**config.mk**
```make
export PLATFORM = sky130hd
export DESIGN_NAME = pfd_loop_filter
export DESIGN_NICKNAME = d
export VERILOG_FILES = /design/src/rtl/pll_pkg.sv /design/src/rtl/sync2.sv /design/src/rtl/pfd_loop_filter.sv
export SDC_FILE = /design/constraint.sdc
export NUM_CORES = 1
export LEC_CHECK = 0
export CAP_MARGIN = 0
export CELL_PAD_IN_SITES_DETAIL_PLACEMENT = 0
export CELL_PAD_IN_SITES_GLOBAL_PLACEMENT = 1
export CORE_MARGIN = 2
export CORE_UTILIZATION = 30
export DETAILED_ROUTE_END_ITERATION = 8
export PLACE_DENSITY_LB_ADDON = 0.08
export SYNTH_ARGS = -nofsm -noshare
export SYNTH_HDL_FRONTEND = slang
export SYNTH_SLANG_ARGS = --single-unit
```
**constraint.sdc**
```tcl
create_clock -name clk -period 20.8 [get_ports clk]
set_input_delay 4.16 -clock clk [delete_from_list [all_inputs] [get_ports clk]]
set_output_delay 4.16 -clock clk [all_outputs]
set_load 0.05 [all_outputs]
```
**src/rtl/pll_pkg.sv**
```systemverilog
// Shared types and width helpers for the PFD-driven loop filter.
// The FSM state enum and the widths derived from the loop parameters live here.
package pll_pkg;

    typedef enum logic [1:0] {
        IDLE    = 2'd0,
        ACQUIRE = 2'd1,
        TRACK   = 2'd2
    } pll_state_t;

    localparam int DEF_CW  = 12;
    localparam int DEF_WIN = 16;
    localparam int DEF_MID = 1 << (DEF_CW - 1);

    // Bits for a counter spanning 0..n-1 (never less than one bit).
    function automatic int win_width(input int n);
        return (n > 1) ? $clog2(n) : 1;
    endfunction

    // Signed error accumulator wide enough for [-win, +win].
    function automatic int err_width(input int win);
        return $clog2(win) + 2;
    endfunction

endpackage

```
**src/rtl/sync2.sv**
```systemverilog
// Two-flop synchronizer for one asynchronous level input.
module sync2 (
    input  logic clk,
    input  logic rst,
    input  logic i_d,
    output logic o_q
);

    logic r_meta;
    logic r_sync;

    always_ff @(posedge clk or posedge rst) begin
        if (rst) begin
            r_meta <= 1'b0;
            r_sync <= 1'b0;
        end else begin
            r_meta <= i_d;
            r_sync <= r_meta;
        end
    end

    assign o_q = r_sync;

endmodule

```
**src/rtl/pfd_loop_filter.sv**
```systemverilog
// PI loop filter over windowed PFD up/down counts, producing a clamped
// oscillator control word plus acquire/track lock detection.
module pfd_loop_filter
    import pll_pkg::*;
#(
    parameter int CW       = 12,
    parameter int WIN      = 16,
    parameter int KP_SHIFT = 2,
    parameter int KI_SHIFT = 4,
    parameter int LOCK_TOL = 2,
    parameter int LOCK_CNT = 4
) (
    input  logic          clk,
    input  logic          rst,
    input  logic          en,
    input  logic          up,
    input  logic          dn,
    output logic [CW-1:0] ctrl,
    output logic          ctrl_vld,
    output logic          lock,
    output logic          sat_hi,
    output logic          sat_lo
);

    localparam int EW  = err_width(WIN);
    localparam int WW  = win_width(WIN);
    localparam int IW  = CW + KI_SHIFT;
    localparam int SW  = IW + EW + KP_SHIFT + 2;
    localparam int LCW = win_width(LOCK_CNT) + 1;

    localparam logic [WW-1:0]         WIN_LAST  = WW'(WIN - 1);
    localparam logic [LCW-1:0]        LOCK_LAST = LCW'(LOCK_CNT - 1);
    localparam logic signed [EW-1:0]  TOL_E     = EW'(LOCK_TOL);
    localparam logic signed [IW:0]    INTEG_HI  = {2'b00, {(IW-1){1'b1}}};
    localparam logic signed [IW:0]    INTEG_LO  = {2'b11, {(IW-1){1'b0}}};
    localparam logic signed [SW-1:0]  MID_S     = {{(SW-CW){1'b0}}, 1'b1, {(CW-1){1'b0}}};
    localparam logic signed [SW-1:0]  CTRL_MAX  = {{(SW-CW){1'b0}}, {CW{1'b1}}};
    localparam logic [CW-1:0]         MID_C     = {1'b1, {(CW-1){1'b0}}};

    logic w_up_s;
    logic w_dn_s;

    sync2 u_sync_up (.clk(clk), .rst(rst), .i_d(up), .o_q(w_up_s));
    sync2 u_sync_dn (.clk(clk), .rst(rst), .i_d(dn), .o_q(w_dn_s));

    pll_state_t             r_state;
    logic signed [EW-1:0]   r_err;
    logic [WW-1:0]          r_win;
    logic [LCW-1:0]         r_tol_cnt;
    logic signed [IW-1:0]   r_integ;
    logic [CW-1:0]          r_ctrl;
    logic                   r_vld;
    logic                   r_lock;
    logic                   r_sat_hi;
    logic                   r_sat_lo;

    logic signed [EW-1:0]   w_err_step;
    logic signed [EW-1:0]   w_err_sum;
    logic signed [EW-1:0]   w_err_abs;
    logic                   w_in_tol;
    logic                   w_win_last;
    logic signed [IW:0]     w_integ_sum;
    logic signed [IW-1:0]   w_integ_next;
    logic signed [IW-1:0]   w_integ_shr;
    logic signed [SW-1:0]   w_i_term;
    logic signed [SW-1:0]   w_p_term;
    logic signed [SW-1:0]   w_sum;
    logic                   w_sat_hi;
    logic                   w_sat_lo;
    logic [CW-1:0]          w_ctrl_next;

    always_comb begin
        w_err_step = '0;
        if (w_up_s && !w_dn_s) begin
            w_err_step = {{(EW-1){1'b0}}, 1'b1};
        end else if (w_dn_s && !w_up_s) begin
            w_err_step = {EW{1'b1}};
        end
    end

    // The closing cycle's own contribution is folded in before the filter update.
    assign w_err_sum  = r_err + w_err_step;
    assign w_err_abs  = w_err_sum[EW-1] ? -w_err_sum : w_err_sum;
    assign w_in_tol   = (w_err_abs <= TOL_E);
    assign w_win_last = (r_win == WIN_LAST);

    assign w_integ_sum = {r_integ[IW-1], r_integ}
                       + {{(IW+1-EW){w_err_sum[EW-1]}}, w_err_sum};

    always_comb begin
        w_integ_next = w_integ_sum[IW-1:0];
        if (w_integ_sum > INTEG_HI) begin
            w_integ_next = INTEG_HI[IW-1:0];
        end else if (w_integ_sum < INTEG_LO) begin
            w_integ_next = INTEG_LO[IW-1:0];
        end
    end

    // Full-width sum; the clamp to the unsigned control range happens afterwards.
    assign w_integ_shr = w_integ_next >>> KI_SHIFT;
    assign w_i_term    = {{(SW-IW){w_integ_shr[IW-1]}}, w_integ_shr};
    assign w_p_term    = {{(SW-EW){w_err_sum[EW-1]}}, w_err_sum} <<< KP_SHIFT;
    assign w_sum       = MID_S + w_i_term + w_p_term;
    assign w_sat_hi    = (w_sum > CTRL_MAX);
    assign w_sat_lo    = w_sum[SW-1];

    always_comb begin
        w_ctrl_next = w_sum[CW-1:0];
        if (w_sat_hi) begin
            w_ctrl_next = {CW{1'b1}};
        end else if (w_sat_lo) begin
            w_ctrl_next = '0;
        end
    end

    always_ff @(posedge clk or posedge rst) begin
        if (rst) begin
            r_state   <= IDLE;
            r_err     <= '0;
            r_win     <= '0;
            r_tol_cnt <= '0;
            r_integ   <= '0;
            r_ctrl    <= MID_C;
            r_vld     <= 1'b0;
            r_lock    <= 1'b0;
            r_sat_hi  <= 1'b0;
            r_sat_lo  <= 1'b0;
        end else begin
            r_vld <= 1'b0;
            if (!en) begin
                // Dropping enable, even on a closing cycle, discards the partial window.
                r_state   <= IDLE;
                r_err     <= '0;
                r_win     <= '0;
                r_tol_cnt <= '0;
                r_lock    <= 1'b0;
            end else begin
                case (r_state)
                    IDLE: begin
                        r_state <= ACQUIRE;
                    end
                    ACQUIRE, TRACK: begin
                        if (w_win_last) begin
                            r_err    <= '0;
                            r_win    <= '0;
                            r_integ  <= w_integ_next;
                            r_ctrl   <= w_ctrl_next;
                            r_sat_hi <= w_sat_hi;
                            r_sat_lo <= w_sat_lo;
                            r_vld    <= 1'b1;
                            if (!w_in_tol) begin
                                r_tol_cnt <= '0;
                                r_state   <= ACQUIRE;
                                r_lock    <= 1'b0;
                            end else if (r_state == ACQUIRE) begin
                                if (r_tol_cnt == LOCK_LAST) begin
                                    r_tol_cnt <= '0;
                                    r_state   <= TRACK;
                                    r_lock    <= 1'b1;
                                end else begin
                                    r_tol_cnt <= r_tol_cnt + 1'b1;
                                end
                            end
                        end else begin
                            r_err <= w_err_sum;
                            r_win <= r_win + 1'b1;
                        end
                    end
                    default: begin
                        r_state <= IDLE;
                        r_lock  <= 1'b0;
                    end
                endcase
            end
        end
    end

    assign ctrl     = r_ctrl;
    assign ctrl_vld = r_vld;
    assign lock     = r_lock;
    assign sat_hi   = r_sat_hi;
    assign sat_lo   = r_sat_lo;

endmodule

```
Yosys cells after proc, flatten, opt, wreduce, memory -nomap -nowiden
Index checks and enable logic that the tools add are counted.
- flip-flop bits (word level): 51
- input bits: 5
- output and inout bits: 16
- word-level logic and storage cells: 80
- add/sub/neg operators: 7
- magnitude comparators: 4
- equality and inequality tests: 11
- muxes and demuxes: 34
- reductions and logical operators: 10
- operators by type and width (kind ; count):
    $mux W6 ; 6
    $mux W16 ; 2
    $mux W12 ; 2
    $mux W3 ; 6
    $add A16 B6 Y17 ; 1
    $gt A17 B16 Y1 const B ; 1
    $lt A17 B16 Y1 const B ; 1
    $add A14 B8 Y15 ; 1
    $gt A15 B13 Y1 const B ; 1
    $add A13 B12 Y14 const A ; 1
    $mux W4 ; 3
    $mux W2 ; 5
    $reduce_and A3 Y1 ; 3
    $mux W1 ; 8
    $ne A4 B4 Y1 const B ; 2
    $add A6 B6 Y6 ; 1
    $le A6 B3 Y1 const B ; 1
    $neg A6 Y6 ; 1
    $add A4 B1 Y4 const B ; 1
    $eq A4 B4 Y1 const B ; 1
    $ne A2 B1 Y1 const B ; 2
    $pmux W2 S2 ; 1
    $reduce_and A4 Y1 ; 1
    $add A3 B1 Y3 const B ; 1
    11 further kinds ; 13

Depth between registers and ports, before layout
- depth after elaboration: 13
- mapped depth: 32
- gate-level depth less buffers: 31

Cells and area by module
Synthesis repeated with hierarchy kept, for this count alone.
- cell total of the unflattened synthesis: 469
- area, all modules: 4190.3 sq um
- modules (own cells, without submodules) (module ; instances ; cells an instance ; area each (sq um) ; sequential area each (sq um)):
    pfd_loop_filter ; 1 ; 463 ; 4082.7 ; 1177.4
    sync2 ; 2 ; 3 ; 53.8 ; 50.0

Worst setup path after synthesis
Ideal clock, no wire load.
- path kind: reg-to-reg
- from: register u_sync_dn.r_sync, in the netlist u_sync_dn.o_q
- to: register r_ctrl[0], in the netlist ctrl[0]
- setup time: 0.096 ns
- data arrival time: 6.579 ns
- data required time: 20.704 ns
- slack: 14.125 ns
- stages on the path, launching flop included: 29
- buffers on the path: 1
- period minus slack after synthesis: 6.675 ns
- path through: dfrtp_1 -> ha_1 -> inv_1 -> ha_1 -> a21boi_0 -> o22ai_1 -> o21a_1 -> xnor2_1 -> ha_1 -> a21oi_2 -> a21oi_1 -> or2_1 -> and2_1 -> a211o_1 -> or3_1 -> buf_6 -> a21boi_2 -> ha_1 -> ha_1 -> inv_1 -> fa_1 -> nand2b_1 -> a21oi_1 -> nor3_1 -> o21bai_1 -> a2111o_1 -> o211ai_2 -> inv_1 -> a311oi_2
- word-level cells in the longest chain between the ends: 12
- elaborated cells on any way between the ends: 16
- those cells by class: add/sub: 4; order compare: 3; mux: 6; reduce/logical: 3
- ends and longest elaborated chain (what ; line ; RTL):
    from (decl) ; sync2.sv:10 ; logic r_sync;
    from (signal assigned) ; sync2.sv:18 ; r_sync <= r_meta;
    $logic_and A1 B1 Y1 / $logic_not A1 Y1 (equally long branches) ; pfd_loop_filter.sv:76, pfd_loop_filter.sv:74 ;
    $mux W6 / $logic_and A1 B1 Y1 (equally long branches) ; pfd_loop_filter.sv:76, pfd_loop_filter.sv:74 ;
    $mux W6 (*) ; pfd_loop_filter.sv:74 ; if (w_up_s && !w_dn_s) begin
    $add A6 B6 Y6 (*) ; pfd_loop_filter.sv:82 ; assign w_err_sum = r_err + w_err_step;
    $add A16 B6 Y17 (*) ; pfd_loop_filter.sv:88 ; + {{(IW+1-EW){w_err_sum[EW-1]}}, w_err_sum};
    $lt A17 B16 Y1 ; pfd_loop_filter.sv:94 ; end else if (w_integ_sum < INTEG_LO) begin
    $mux W16 ; pfd_loop_filter.sv:94 ;
    $mux W16 (*) ; pfd_loop_filter.sv:92 ; if (w_integ_sum > INTEG_HI) begin
    via w_integ_next[7] ; pfd_loop_filter.sv:63 ; logic signed [IW-1:0] w_integ_next;
    $add A13 B12 Y14 (*) ; pfd_loop_filter.sv:103 ; assign w_sum = MID_S + w_i_term + w_p_term;
    $add A14 B8 Y15 (*) ; pfd_loop_filter.sv:103 ;
    $gt A15 B13 Y1 / $mux W12 (equally long branches) ; pfd_loop_filter.sv:104, pfd_loop_filter.sv:111 ;
    $mux W12 (*) ; pfd_loop_filter.sv:109 ; if (w_sat_hi) begin
    to (signal assigned) ; pfd_loop_filter.sv:147 ; r_ctrl <= w_ctrl_next;
    to (decl) ; pfd_loop_filter.sv:51 ; logic [CW-1:0] r_ctrl;
Mark *: on every way through the listed nets, which the timed path passes. The rest lies on a longest branch.
A chain may end at the register's enable or synchronous reset.

Final worst setup path
Ends and elaborated chain as after synthesis.

==> summary.md <==
| Metric | Value |
|---|---|
| Fillers | between 1000 and 1500 |
| Slowest CP cell | xnor2_2 |
| Final core occ | 0.350 |
| First-pass GRT wire length | 16100 um |
| Simple-Gate Fraction of Synth Area | 0.163 |
| Drc violations | 0 |
| Cell row count | roughly 40 |
| CP endpoint kind | flip-flop |
| Mux contribution to synthesized area | 0.0141 |
| Final WS setup | 13.10 ns |
| Routed WL per cell | 15.4 um |
| Max Fclk | approximately 130 MHz |
| Syn_nets | 487 |
| DR iter-0 viols | 153 |
| Worst Hold Slack | approximately 0.35 ns |
| FF/Latch Area | roughly 1300 um^2 |
| CTS tree | yes |
| Clock sinks | 51 |
| Slowest cell delay on critical path | 0.88 ns |
| Count leader, synth | dfrtp_1 |
| Die area | 14000 um^2 |
| Final Skew | about 0.0079 ns |
| Yosys top cell by area | dfrtp_1 |
| Area Growth Syn to Fin | 13.5% |
| Post-Synthesis Cells | 431 |
| Via density | between 4 and 5 |
| Port Buf Inserts | 20 |
| Vias | about 3100 |
| Synth Area in XOR/XNOR | 0.0605 |
| Post-Synth Adder-Cell Area | 0.172 |
| Worst setup SP type | flip-flop |
| Top cells by area, synth | dfrtp_1 (32%), ha_1 (16%), nor2_1 (4.6%), a21oi_1 (3.7%), nand2_1 (3.3%) |
| Peak supply drop | between 0.00008 and 0.00009 V |
| Largest net degree at the start of global routing | 52 |
| Place WS | around 13 ns |
| Root buffer cell | clkbuf_16 |
| Max cap viols | 0 |
| Total track usage | 0.144 |
| Slew Limit Fails | 0 |
| Post-synthesis register bit count | a little over 50 |
| HP Class | flip-flop to flip-flop |
| Initial antenna violation count | 0 |
| Crit path max fanout | 21 |
| Core box area | around 13000 um^2 |
| ANT nets after route | 0 |
| Post-synthesis compound-gate area fraction | 0.223 |
| Setup TNS | 0 ns |
| Relative slew margins | 0.227 |
| Reg clk slew, reported paths | ~0.07 ns |
| Crit path DAT | around 7.9 ns |
| Post-Syn Area | ~3900 um^2 |
| Unique masters post-synth | 66 |
| Synth top cells by count | dfrtp_1 (50), ha_1 (49), nor2_1 (48), nand2_1 (34), a21oi_1 (29) |
| H-tree depth | 2 |
| Asr flop ratio synth | 1.00 |
| Fin crit period | slightly below 8 ns |
| Share of cells above drive strength 1 | 0.0713 |
| Clk buf depth | 2 |
| Vias in the first global route | 3177 |
| Worst skew pair latency | 0.31 ns |
| Tcrit/Tclk final | 0.370 |
| Leak | between 0.002 and 0.0025 uW |
| Pwr per Cell Area | roughly 140 nW/um^2 |
| Most common cell on crit path | ha_1 |
| Antenna Cells | 0 |
| Yosys warns | 0 |
| Multi-input logic area | around 2500 um^2 |
| Gr ovfl total | 0 |
| TritonCTS Buffers | 5 |
| Die height | 118 um |
| Hold-fix buffers at CTS | 0 |
| Syn_area_per_cell | 9.07 um^2 |
| Post-synthesis sequential area ratio | 0.327 |
| Top-Level Pins | 21 |
| Largest family of logic cells by synthesized area | compound AO/OA/AOI/OAI gates |
| Gpl congestion | approximately 0.8 |
| Type of the worst setup path | flip-flop to flip-flop |
| Die width | around 120 um |
| Worst-Margin Slew | 1.15 ns |
| Initial core utilization | 0.309 |
| Drt first pass iters | 4 |
| DP HPWL | 6990 um |
| Top FF cell, synth | dfrtp_1 |
| Drt total wl | between 9000 and 10000 um |
| Post-layout net count | 504 |
| Setup Viol. Count Final | 0 |
| Postcts setup bufs | 0 |
| Post-synth top area share | 0.320 |
| RSZ-0062 raised after global routing | false |
| Status | complete, no violations |
| Post-synth EDFFs | 0 |
| Post-CTS sizing | 0 |
| Critical Path RT | ~21 ns |
| Final Power | about 600 uW |
| Final count of hold timing violations | 0 |
## worst max-delay path, delay by kind of cell (launching register included)
| family | cells | cell delay (ns) |
|---|---|---|
| fa+ha+maj | 5 | 1.40 |
| simple gates | 3 | 1.08 |
| buf+inv | 1 | 0.04 |
| flops | 1 | 0.38 |
| compound gates | 15 | 3.80 |
| xor+xnor | 1 | 0.88 |
## metal layers
| layer | wire [um] | part of all wire | global-route usage |
|---|---|---|---|
| met3 | 172 | 0.018 | 0.0236 |
| met1 | 4590 | 0.48 | 0.187 |
| met4 | 123 | 0.013 | 0.0414 |
| met2 | 4670 | 0.49 | 0.245 |
| met5 | 0 | 0 | 0 |
## state kept, by name, summed over array words and instances, names as in the netlist
signal            count
r_integ              16
u_sync_up.o_q         1
lock                  1
ctrl_vld              1
ctrl                 12
r_err                 6
u_sync_dn.r_meta      1
r_state               2
sat_lo                1
sat_hi                1
r_tol_cnt             3
u_sync_dn.o_q         1
r_win                 4
u_sync_up.r_meta      1
## metrics by stage
stage / instances / cell area, um^2
after floorplan: 431 / 3910
after global placement: 613 / 4290
after detailed placement: 613 / 4290
after CTS: 621 / 4440
after global routing: 621 / 4440
final: 621 / 4440
## cell usage in the layout (no fill, tap or decap), types with 9 or more instances in the layout
cell / count
clkdlybuf4s50_1: 20
dfrtp_1: 50
nand2_1: 34
a21oi_1: 29
nand3_1: 9
nor2_1: 48
a22o_1: 9
ha_1: 49
nand2b_1: 10
a31oi_1: 11
xnor2_1: 13
xor2_1: 13
o21ai_0: 22
inv_1: 21
## path summary, 6_finish.rpt
| path | to | slack [ns] | cells past startpoint | start |
|---|---|---|---|---|
| max reg2reg | ctrl[0]$_DFFE_PP0P_ | 13.10 | 25 | u_sync_dn.o_q$_DFF_PP0_ |
| max in group asynchronous | r_err[2]$_DFFE_PP0P_ | 15.97 | 3 | rst |
| min in group asynchronous | ctrl_vld$_DFF_PP0_ | 4.36 | 3 | rst |
| max | ctrl[0]$_DFFE_PP0P_ | 13.10 | 25 | u_sync_dn.o_q$_DFF_PP0_ |
| min | u_sync_up.o_q$_DFF_PP0_ | 0.35 | 0 | u_sync_up.r_meta$_DFF_PP0_ |
| min reg2reg | u_sync_up.o_q$_DFF_PP0_ | 0.35 | 0 | u_sync_up.r_meta$_DFF_PP0_ |
## report_power, final
| group | switching (uW) | leakage, uW | internal, uW | total (uW) |
|---|---|---|---|---|
| Combinational | 240 | 0.00136 | 158 | 398 |
| Clock | 41.1 | 0.0000731 | 48.2 | 89.4 |
| Sequential | 9.83 | 0.000648 | 108 | 118 |
## logic make-up after synthesis
logic type	Yosys count
AO/OA/AOI/OAI	123
flip-flops	51
AND/OR/NAND/NOR	135
buffers and inverters	37
XOR/XNOR	27
adder cells (fa/ha/maj)	53
multiplexers	5
## area by class of cell
cell class                      count  area share
Sequential cell                    51       0.288
Tap cell                          172      0.0485
Timing Repair Buffer               23      0.0502
Clock inverter                      2     0.00366
Multi-Input combinational cell    343       0.558
Inverter                           24      0.0203
Clock buffer                        6      0.0313
(Power assumes the default switching activity.)
